--- src/rtl/mul_pkg.sv ---
// Shared types and helpers for the radix-4 Booth multiplier.
// Holds the FSM state encoding, Booth select codes and iteration-count helper.
package mul_pkg;

    typedef enum logic [1:0] {
        IDLE = 2'b00,
        EXEC = 2'b01,
        DONE = 2'b10
    } mul_state_e;

    typedef enum logic [2:0] {
        ZERO     = 3'd0,
        PLUS_M   = 3'd1,
        PLUS_2M  = 3'd2,
        MINUS_M  = 3'd3,
        MINUS_2M = 3'd4
    } booth_sel_e;

    // Two multiplier bits retire per iteration over a (width+2)-bit extended operand.
    function automatic int n_iter(input int width);
        return width / 2 + 1;
    endfunction

endpackage

--- src/rtl/booth_r4_recode.sv ---
// Radix-4 Booth recoder: maps the {Q[1], Q[0], q_-1} window to a partial-product select.
module booth_r4_recode
    import mul_pkg::*;
(
    input  logic [2:0] window,
    output booth_sel_e sel
);

    // Booth digit lookup for the current 3-bit window.
    always_comb begin
        sel = ZERO;
        case (window)
            3'b000:  sel = ZERO;
            3'b001:  sel = PLUS_M;
            3'b010:  sel = PLUS_M;
            3'b011:  sel = PLUS_2M;
            3'b100:  sel = MINUS_2M;
            3'b101:  sel = MINUS_M;
            3'b110:  sel = MINUS_M;
            3'b111:  sel = ZERO;
            default: sel = ZERO;
        endcase
    end

endmodule

--- src/rtl/booth_r4_multiplier.sv ---
// Sequential radix-4 Booth multiplier, signed or unsigned, two multiplier bits per clock.
// The result register holds the last product until the next completion, op_clear or reset.
module booth_r4_multiplier
    import mul_pkg::*;
#(
    parameter int WIDTH = 32
) (
    input  logic               clk,
    input  logic               reset_n,
    input  logic               op_start,
    input  logic               op_clear,
    input  logic               signed_mode,
    input  logic [WIDTH-1:0]   multiplier,
    input  logic [WIDTH-1:0]   multiplicand,
    output logic               op_busy,
    output logic               op_done,
    output logic [2*WIDTH-1:0] result
);

    localparam int N_ITER = n_iter(WIDTH);
    localparam int CNT_W  = $clog2(N_ITER);
    localparam logic [CNT_W-1:0] LAST_CNT = CNT_W'(N_ITER - 1);

    mul_state_e           state_r, state_s;
    logic [CNT_W-1:0]     cnt_r;
    logic [WIDTH+1:0]     a_r, q_r, m_r;
    logic                 qm1_r;
    logic                 busy_r, done_r;
    logic [2*WIDTH-1:0]   result_r;

    logic                 start_ok_s;
    logic [WIDTH+1:0]     ext_m_s, ext_q_s;
    booth_sel_e           sel_s;
    logic [WIDTH+2:0]     addend_s, sum_s;
    logic [WIDTH+1:0]     next_a_s, next_q_s;

    booth_r4_recode u_recode (
        .window ({q_r[1:0], qm1_r}),
        .sel    (sel_s)
    );

    // Start acceptance and operand extension (sign or zero) to WIDTH+2 bits.
    always_comb begin
        start_ok_s = op_start && ((state_r == IDLE) || (state_r == DONE));
        if (signed_mode) begin
            ext_m_s = {{2{multiplicand[WIDTH-1]}}, multiplicand};
            ext_q_s = {{2{multiplier[WIDTH-1]}}, multiplier};
        end else begin
            ext_m_s = {2'b00, multiplicand};
            ext_q_s = {2'b00, multiplier};
        end
    end

    // Partial-product add in WIDTH+3 bits, then arithmetic shift of {A, Q, q_-1} by two.
    always_comb begin
        addend_s = '0;
        case (sel_s)
            ZERO:     addend_s = '0;
            PLUS_M:   addend_s = {m_r[WIDTH+1], m_r};
            PLUS_2M:  addend_s = {m_r, 1'b0};
            MINUS_M:  addend_s = -{m_r[WIDTH+1], m_r};
            MINUS_2M: addend_s = -{m_r, 1'b0};
            default:  addend_s = '0;
        endcase
        sum_s    = {a_r[WIDTH+1], a_r} + addend_s;
        next_a_s = {sum_s[WIDTH+2], sum_s[WIDTH+2:2]};
        next_q_s = {sum_s[1:0], q_r[WIDTH+1:2]};
    end

    // Next-state logic; op_clear overrides any start request.
    always_comb begin
        state_s = state_r;
        if (op_clear) begin
            state_s = IDLE;
        end else begin
            case (state_r)
                IDLE: begin
                    if (op_start) state_s = EXEC;
                    else          state_s = IDLE;
                end
                EXEC: begin
                    if (cnt_r == LAST_CNT) state_s = DONE;
                    else                   state_s = EXEC;
                end
                DONE: begin
                    if (op_start) state_s = EXEC;
                    else          state_s = DONE;
                end
                default: state_s = IDLE;
            endcase
        end
    end

    // State register.
    always_ff @(posedge clk or negedge reset_n) begin
        if (!reset_n) state_r <= IDLE;
        else          state_r <= state_s;
    end

    // Datapath, counter and registered status/result outputs.
    always_ff @(posedge clk or negedge reset_n) begin
        if (!reset_n) begin
            a_r      <= '0;
            q_r      <= '0;
            m_r      <= '0;
            qm1_r    <= 1'b0;
            cnt_r    <= '0;
            busy_r   <= 1'b0;
            done_r   <= 1'b0;
            result_r <= '0;
        end else if (op_clear) begin
            a_r      <= '0;
            q_r      <= '0;
            m_r      <= '0;
            qm1_r    <= 1'b0;
            cnt_r    <= '0;
            busy_r   <= 1'b0;
            done_r   <= 1'b0;
            result_r <= '0;
        end else if (start_ok_s) begin
            a_r    <= '0;
            q_r    <= ext_q_s;
            m_r    <= ext_m_s;
            qm1_r  <= 1'b0;
            cnt_r  <= '0;
            busy_r <= 1'b1;
            done_r <= 1'b0;
        end else if (state_r == EXEC) begin
            a_r   <= next_a_s;
            q_r   <= next_q_s;
            qm1_r <= q_r[1];
            cnt_r <= cnt_r + CNT_W'(1);
            if (cnt_r == LAST_CNT) begin
                // Low 2*WIDTH bits of the fully shifted {A, Q}.
                result_r <= {next_a_s[WIDTH-3:0], next_q_s};
                busy_r   <= 1'b0;
                done_r   <= 1'b1;
            end
        end
    end

    assign op_busy = busy_r;
    assign op_done = done_r;
    assign result  = result_r;

endmodule

--- config.mk ---
export PLATFORM = sky130hd
export DESIGN_NAME = booth_r4_multiplier
export DESIGN_NICKNAME = d
export VERILOG_FILES = /design/src/rtl/mul_pkg.sv /design/src/rtl/booth_r4_recode.sv /design/src/rtl/booth_r4_multiplier.sv
export SDC_FILE = /design/constraint.sdc
export NUM_CORES = 1
export LEC_CHECK = 0
export BUFFER_PORTS_ARGS = -buffer_cell sky130_fd_sc_hd__buf_2
export CAP_MARGIN = 20
export CELL_PAD_IN_SITES_DETAIL_PLACEMENT = 0
export CELL_PAD_IN_SITES_GLOBAL_PLACEMENT = 1
export CORE_UTILIZATION = 30
export CTS_CLUSTER_SIZE = 14
export DETAILED_ROUTE_END_ITERATION = 16
export PLACE_DENSITY = 0.64
export SYNTH_ARGS = -nofsm -noshare
export SYNTH_HDL_FRONTEND = slang
export SYNTH_SLANG_ARGS = --single-unit
--- constraint.sdc ---
create_clock -name clk -period 10.7 [get_ports clk]
set_input_delay 0.535 -clock clk [delete_from_list [all_inputs] [get_ports clk]]
set_output_delay 0.535 -clock clk [all_outputs]
set_load 0.01 [all_outputs]
======== Word-level counts from Yosys, hierarchy flattened ========
Memories as Yosys holds them, arrays and structs flattened.
Cells that the tools add are included.
word-level totals
  bits in registers ....................... 176
  bits in latches ......................... 0
  RAM bits ................................ 0
  bits in read-only memories .............. 24
  input bits .............................. 69
  memories kept ........................... 1
cells by class
  add/subtract/negate cells ............... 4
  $mul .................................... 0
  div/mod/pow operators ................... 0
  magnitude comparators ................... 0
  equality and inequality tests ........... 8
  shift-type cells ........................ 0
  multiplexer cells ....................... 34
  bitwise logic cells ..................... 0
  reductions and logical operators ........ 10
memories
  memory            words  width  read ports  clocked after Yosys merged registers in  wr ports  RTL line               text
  (name not given)  8      3      1           0                                        0         booth_r4_recode.sv:12  case (window)
operator list
  operator                                             count
  two-way mux 34 bit                                   10
  two-way mux 64 bit                                   4
  case mux 35 bit (4 select lines)                     1
  negation 35 bit                                      2
  adder 35 bit                                         1
  two-way mux 5 bit                                    3
  two-way mux 1 bit                                    12
  equality test 3 x 2 -> 1 bit, second input constant  2
  two-way mux 2 bit                                    3
  case mux 2 bit (3 select lines)                      1
  nonzero test 2 bit                                   3
  nonzero test 3 bit                                   2
  adder 5 x 1 -> 5 bit, second input constant          1
  equality test 5 bit, second input constant           1
  equality test 3 x 1 -> 1 bit, second input constant  1
  equality test 3 bit, second input constant           1
  AND reduction 3 bit                                  1
  equality test 2 x 1 -> 1 bit, second input constant  1
  equality test 2 bit, second input constant           1
  zero test 2 bit                                      1
  inequality test 2 bit, second input constant         1
  AND reduction 2 bit                                  1
  logical AND 1 bit                                    1
  logical OR 1 bit                                     1

======== Logic depth before layout (Yosys ltp) ========
An unclocked memory read counts as a cell.
  depth in word-level cells ............... 8
  depth in mapped cells ................... 21
  depth with buffers taken out ............ 19

======== Cells and area by module ========
Synthesis repeated with hierarchy kept, for this count alone.
second synthesis, totals
  cells, all modules ...................... 1,203
  area total of the unflattened synthesis .. 10,319.9 um^2
by module, submodules not included
  module               instances  cells each  area an instance (um^2)  sequential area each (um^2)
  booth_r4_multiplier  1          1,196       10,261.1                 4,354.2
  booth_r4_recode      1          7           58.8                     0.0

======== Least setup slack after synthesis ========
OpenSTA, ideal clock, no wires.
  path type ............................... register -> register
  start ................................... register m_r[0]
  end ..................................... register a_r[29]
  library setup time ...................... 0.126 ns
  arrival time ............................ 4.587 ns
  data required time ...................... 10.574 ns
  setup slack ............................. 5.986 ns
  stages on the path, launching flop included .. 20
  clock period less this slack ............ 4.714 ns
  cells stage by stage .................... dfrtp_1 -> inv_1 -> ha_1 -> or3b_2 -> or4b_4 -> buf_6 -> or2_4 -> or4_4 -> o21ai_0 -> a21oi_1 -> o311ai_0 -> ha_1 -> and2_1 -> a221o_1 -> a31oi_1 -> nand3_1 -> a21oi_1 -> nor2b_1 -> and4_1 -> a311o_1
on the way
  cells in the longest elaborated chain, start to end .. 6
  elaborated cells between the ends (all ways) .. 7
  classes of those cells .................. add/sub: 3; mux: 4
ends and longest elaborated chain
  item                                       RTL line                                              text
  start, declared                            booth_r4_multiplier.sv:26                             logic [WIDTH+1:0] a_r, q_r, m_r;
  start signal, assigned                     booth_r4_multiplier.sv:123                            m_r <= ext_m_s;
  negation 35 bit, on equally long branches  booth_r4_multiplier.sv:61, booth_r4_multiplier.sv:62
  case mux 35 bit (4 select lines) *         booth_r4_multiplier.sv:57                             case (sel_s)
  adder 35 bit *                             booth_r4_multiplier.sv:65                             sum_s = {a_r[WIDTH+1], a_r} + addend_s;
  two-way mux 34 bit *                       booth_r4_multiplier.sv:128                            end else if (state_r == EXEC) begin
  two-way mux 34 bit *                       booth_r4_multiplier.sv:120                            end else if (start_ok_s) begin
  two-way mux 34 bit *                       booth_r4_multiplier.sv:111                            end else if (op_clear) begin
  end signal, assigned                       booth_r4_multiplier.sv:129                            a_r <= next_a_s;
  end, declared                              booth_r4_multiplier.sv:26
Every way passes the cells marked *; elsewhere a longest branch is shown, timed or not. The select of a mux whose other input is x is not followed.
A chain may end at the register's enable or synchronous reset.

======== Worst setup path after layout ========
  start ................................... register m_r[2]
  end ..................................... register a_r[29]
The elaborated chain is that of the path after synthesis.

==> results.json <==
{
  "synth_nets": 1409,
  "synthMuxAreaShare_pct": 0.213,
  "p_int_uw": 1130,
  "grt_antenna_before_repair": 1,
  "most_frequent_cell_on_the_critical_path": "sky130_fd_sc_hd__or3_1",
  "timing.setup.tns_ps": 0,
  "timing.max_cap.violations": 0,
  "critical_path_arrival_ps": 5610,
  "placed_cell_area_um2": 11600,
  "grt_pass1_wl_um": 52900,
  "route.detailed.drc": 0,
  "1st_iter_drt_viols": 668,
  "worstSetupStartpoint": "m_r[2]",
  "port-buffer-count": 134,
  "initial_core_util_pct": 30.6,
  "syn_area_per_cell_um2": 8.12,
  "area_fraction_in_compound_gates_after_synthesis_pct": 24.5,
  "rows": 68,
  "worstSetupEndpointType": "register",
  "vdd_drop_max_uv": 106,
  "clkSlewWorstSetupHoldPaths_ps": 80,
  "chipWidth_um": 190,
  "first_pass_drt_iterations": 4,
  "yosys.area_share.xor_xnor_pct": 3.07,
  "grt.overflow.total": 0,
  "synth-async-reset-ratio_pct": 100,
  "power_leakage_uw": 0.00534,
  "synth-seq-cells": 174,
  "timing.critical_path.cells": "or3_1 > nor4_1 > nand2_1 > or3_1 > or3_1 > or3_1 > o21ai_0 > nand2_1 > o311ai_0 > ha_1 > and2_1 > a221o_1 > a31oi_1 > nand3_1 > a21oi_1 > nor2b_1 > and4_1 > a311o_1",
  "layout_common_cells": "sky130_fd_sc_hd__nand2_1, sky130_fd_sc_hd__dfrtp_1, sky130_fd_sc_hd__buf_2",
  "sequential_cell_area_um2": 4350,
  "power.combinational.fraction_pct": 20.3,
  "fin_worst_skew_ps": 15.0,
  "switchingPower_uw": 593,
  "layout_commonest_cell": "sky130_fd_sc_hd__nand2_1",
  "synth_simple_gate_area_share_pct": 21.9,
  "nets_final": 1476,
  "power.clock.fraction_pct": 37.2,
  "clock_sink_count": 174,
  "path_max_fanout": 8,
  "distinct_cell_type_count_after_synthesis": 64,
  "worst_path_largest_cell_delay_ps": 490,
  "seq_power_share_pct": 42.6,
  "synth_top_family_by_area": "compound AO/OA/AOI/OAI gates",
  "postCtsResizedCells": 0,
  "final_min_period_over_clock_period_pct": 49.3,
  "synthToLayoutAreaGrowth_pct": 15.1,
  "cts-htree-levels": 4,
  "cts_hold_buffers": 0,
  "postRouteAntennaNets": 0,
  "worstSkewPairLatency_ps": 440,
  "finalSetupViolCount": 0,
  "synth_largest_type_area_fraction_pct": 41.2,
  "hpwlAfterDp_um": 23300,
  "final_design_area_excluding_fillers_um2": 12200,
  "routed_wire_length_per_instance_um": 17.8,
  "fillCellCount": 3716,
  "synth_top_flop_cell": "sky130_fd_sc_hd__dfrtp_1",
  "netlist_top_cells_area": "sky130_fd_sc_hd__dfrtp_1, sky130_fd_sc_hd__nand2_1, sky130_fd_sc_hd__a21oi_1",
  "worst_r2r_path_depth": 18,
  "die-area_um2": 35900,
  "post_synth_inst_count": 1300,
  "max_slew.worst_pin.slew_ps": 1100,
  "grt_max_degree": 103,
  "vias": 9632,
  "clock_tree.buffer_depth": 2,
  "start_kind": "register",
  "rsz0062_at_grt": "no",
  "post_synth_instance_area_um2": 10600,
  "clock_tree_from_tritoncts": "yes",
  "gp_congestion": 0.914,
  "root_buffer": "sky130_fd_sc_hd__clkbuf_16",
  "power_density_nw_per_um2": 142,
  "dieHeight_um": 190,
  "worst_slew_margin_rel_pct": 26.6,
  "layout-drive-gt1-share_pct": 14.7,
  "track_usage_pct": 18.7,
  "critical_path_cell_with_the_highest_stage_delay": "sky130_fd_sc_hd__nor4_1",
  "finalHoldWorstSlack_ps": 44.3,
  "coreArea_um2": 34500,
  "post-route-min-period_ps": 5280,
  "synth_edf_count": 0,
  "multiInputGateArea_um2": 5790,
  "hold_path_class": "input port to asynchronous set/reset pin",
  "path_class": "register to register",
  "status": "completed",
  "cts_buffers": 17,
  "synth.yosys.seq_area_share_pct": 41.2,
  "critPathRequiredTime_ps": 11030,
  "cts_setup_buffers": 0,
  "timing.fmax_ghz": 0.190,
  "post_synthesis_cell_type_with_the_largest_combined_area": "sky130_fd_sc_hd__dfrtp_1",
  "synth.yosys.warnings": 0,
  "switching_part_of_the_total_pct": 34.4,
  "final_hold_viol_count": 0,
  "routed_wl_um": 32700,
  "worst_r2r_startpoint": "m_r[2]",
  "io_pins": 135,
  "synth_adder_area_share_pct": 4.81,
  "number_of_global_route_vias_before_repair": 9137,
  "antenna-diode-count": 0,
  "viasPerCell": 5.25,
  "final_max_slew_viol_count": 0
}
## registers in the layout (all words and copies together) (netlist names)
signal and count:
op_busy 1, q_r 34, cnt_r 5, a_r 33, op_done 1, qm1_r 1
result 64, state_r 2, m_r 33
## kinds of logic (layout without fill, tap and decap cells)
group,Yosys count,in the layout
compound gates,403,403
xor+xnor,37,37
mux,2,2
buf+inv,116,196
flops,174,174
fa+ha+maj,40,40
simple gates,528,528
## final timing paths
check                             end  slack (ps)
max in group asynchronous  result[18]        9380
min in group clk               m_r[6]         320
setup reg to reg              a_r[29]        5420
hold reg to reg             result[2]         470
setup / recovery              a_r[29]        5420
hold / removal             result[26]          40
## area by class of cell
| type | count | area share [%] |
|---|---|---|
| Clock inverter | 15 | 1.41 |
| Inverter | 17 | 0.525 |
| Sequential cell | 174 | 35.8 |
| Tap cell | 455 | 4.69 |
| Timing Repair Buffer | 147 | 6.37 |
| Multi-Input combinational cell | 1010 | 47.7 |
| Clock buffer | 17 | 3.50 |
## cells in the mapped netlist, types with 2 or more instances
| cell | number |
|---|---|
| sky130_fd_sc_hd__a31oi_1 | 4 |
| sky130_fd_sc_hd__or4_4 | 2 |
| sky130_fd_sc_hd__and4_1 | 3 |
| sky130_fd_sc_hd__a22o_1 | 28 |
| sky130_fd_sc_hd__nor4_1 | 3 |
| sky130_fd_sc_hd__xnor2_1 | 20 |
| sky130_fd_sc_hd__mux2_2 | 2 |
| sky130_fd_sc_hd__ha_1 | 39 |
| sky130_fd_sc_hd__a211oi_1 | 2 |
| sky130_fd_sc_hd__or4_1 | 7 |
| sky130_fd_sc_hd__a21oi_1 | 122 |
| sky130_fd_sc_hd__o311ai_0 | 21 |
| sky130_fd_sc_hd__a221o_1 | 5 |
| sky130_fd_sc_hd__or3b_2 | 2 |
| sky130_fd_sc_hd__buf_1 | 11 |
| sky130_fd_sc_hd__or2_2 | 7 |
| sky130_fd_sc_hd__o21a_1 | 5 |
| sky130_fd_sc_hd__a311oi_1 | 32 |
| sky130_fd_sc_hd__nor3_1 | 39 |
| sky130_fd_sc_hd__nand2b_1 | 8 |
| sky130_fd_sc_hd__and2_1 | 9 |
| sky130_fd_sc_hd__a22oi_1 | 9 |
| sky130_fd_sc_hd__a221oi_1 | 5 |
| sky130_fd_sc_hd__a41oi_1 | 2 |
| sky130_fd_sc_hd__nand4_1 | 5 |
| sky130_fd_sc_hd__o211ai_1 | 12 |
| sky130_fd_sc_hd__a222oi_1 | 2 |
| sky130_fd_sc_hd__inv_1 | 17 |
| sky130_fd_sc_hd__o31ai_1 | 15 |
| sky130_fd_sc_hd__nor2_1 | 91 |
| sky130_fd_sc_hd__o2111ai_1 | 2 |
| sky130_fd_sc_hd__dfrtp_1 | 174 |
| sky130_fd_sc_hd__and3_1 | 3 |
| sky130_fd_sc_hd__nor2b_1 | 8 |
| sky130_fd_sc_hd__xor2_1 | 17 |
| sky130_fd_sc_hd__buf_2 | 3 |
| sky130_fd_sc_hd__a311o_1 | 2 |
| sky130_fd_sc_hd__nand3_1 | 16 |
| sky130_fd_sc_hd__nand2_1 | 298 |
| sky130_fd_sc_hd__a21o_1 | 8 |
| sky130_fd_sc_hd__clkbuf_1 | 84 |
| sky130_fd_sc_hd__or3_1 | 20 |
| sky130_fd_sc_hd__o21bai_1 | 3 |
| sky130_fd_sc_hd__o21ai_0 | 113 |
## power by group through the flow
| stage | combinational (uW) | sequential [uW] | clock, uW |
|---|---|---|---|
| 2_1_floorplan | 229 | 737 | 0 |
| 3_3_place_gp | 350 | 746 | 0 |
| 3_5_place_dp | 351 | 746 | 0 |
| 4_1_cts | 352 | 733 | 655 |
| 5_1_grt | 392 | 740 | 683 |
| 6_report | 348 | 733 | 639 |
## routing by layer
metal | track usage, % | vias to the layer above | part of all wire (%)
li1 | - | 4799 | -
met1 | 28.5 | 4602 | 51
met2 | 27.0 | 205 | 43
met3 | 3.03 | 24 | 4.2
met4 | 4.65 | 2 | 1.5
met5 | 0 | - | 0.040
## stage by stage
step / instances / util, % / setup slack [ps] / total power [uW]
4_1_cts: 1835 / 35.2 / 5360 / 1740
3_3_place_gp: 1803 / 33.4 / 5580 / 1100
5_1_grt: 1835 / 35.2 / 4960 / 1810
3_5_place_dp: 1803 / 33.4 / 5370 / 1100
6_report: 1835 / 35.2 / 5420 / 1720
2_1_floorplan: 1300 / - / 5990 / 966
## worst max-delay path: cells and delay by family (launching register included)
family | cells | cell delay, ps
AND/OR/NAND/NOR | 11 | 3070
adder cells (fa/ha/maj) | 1 | 380
AO/OA/AOI/OAI | 6 | 1260
flip-flops | 1 | 450
(Power assumes the default switching activity.)
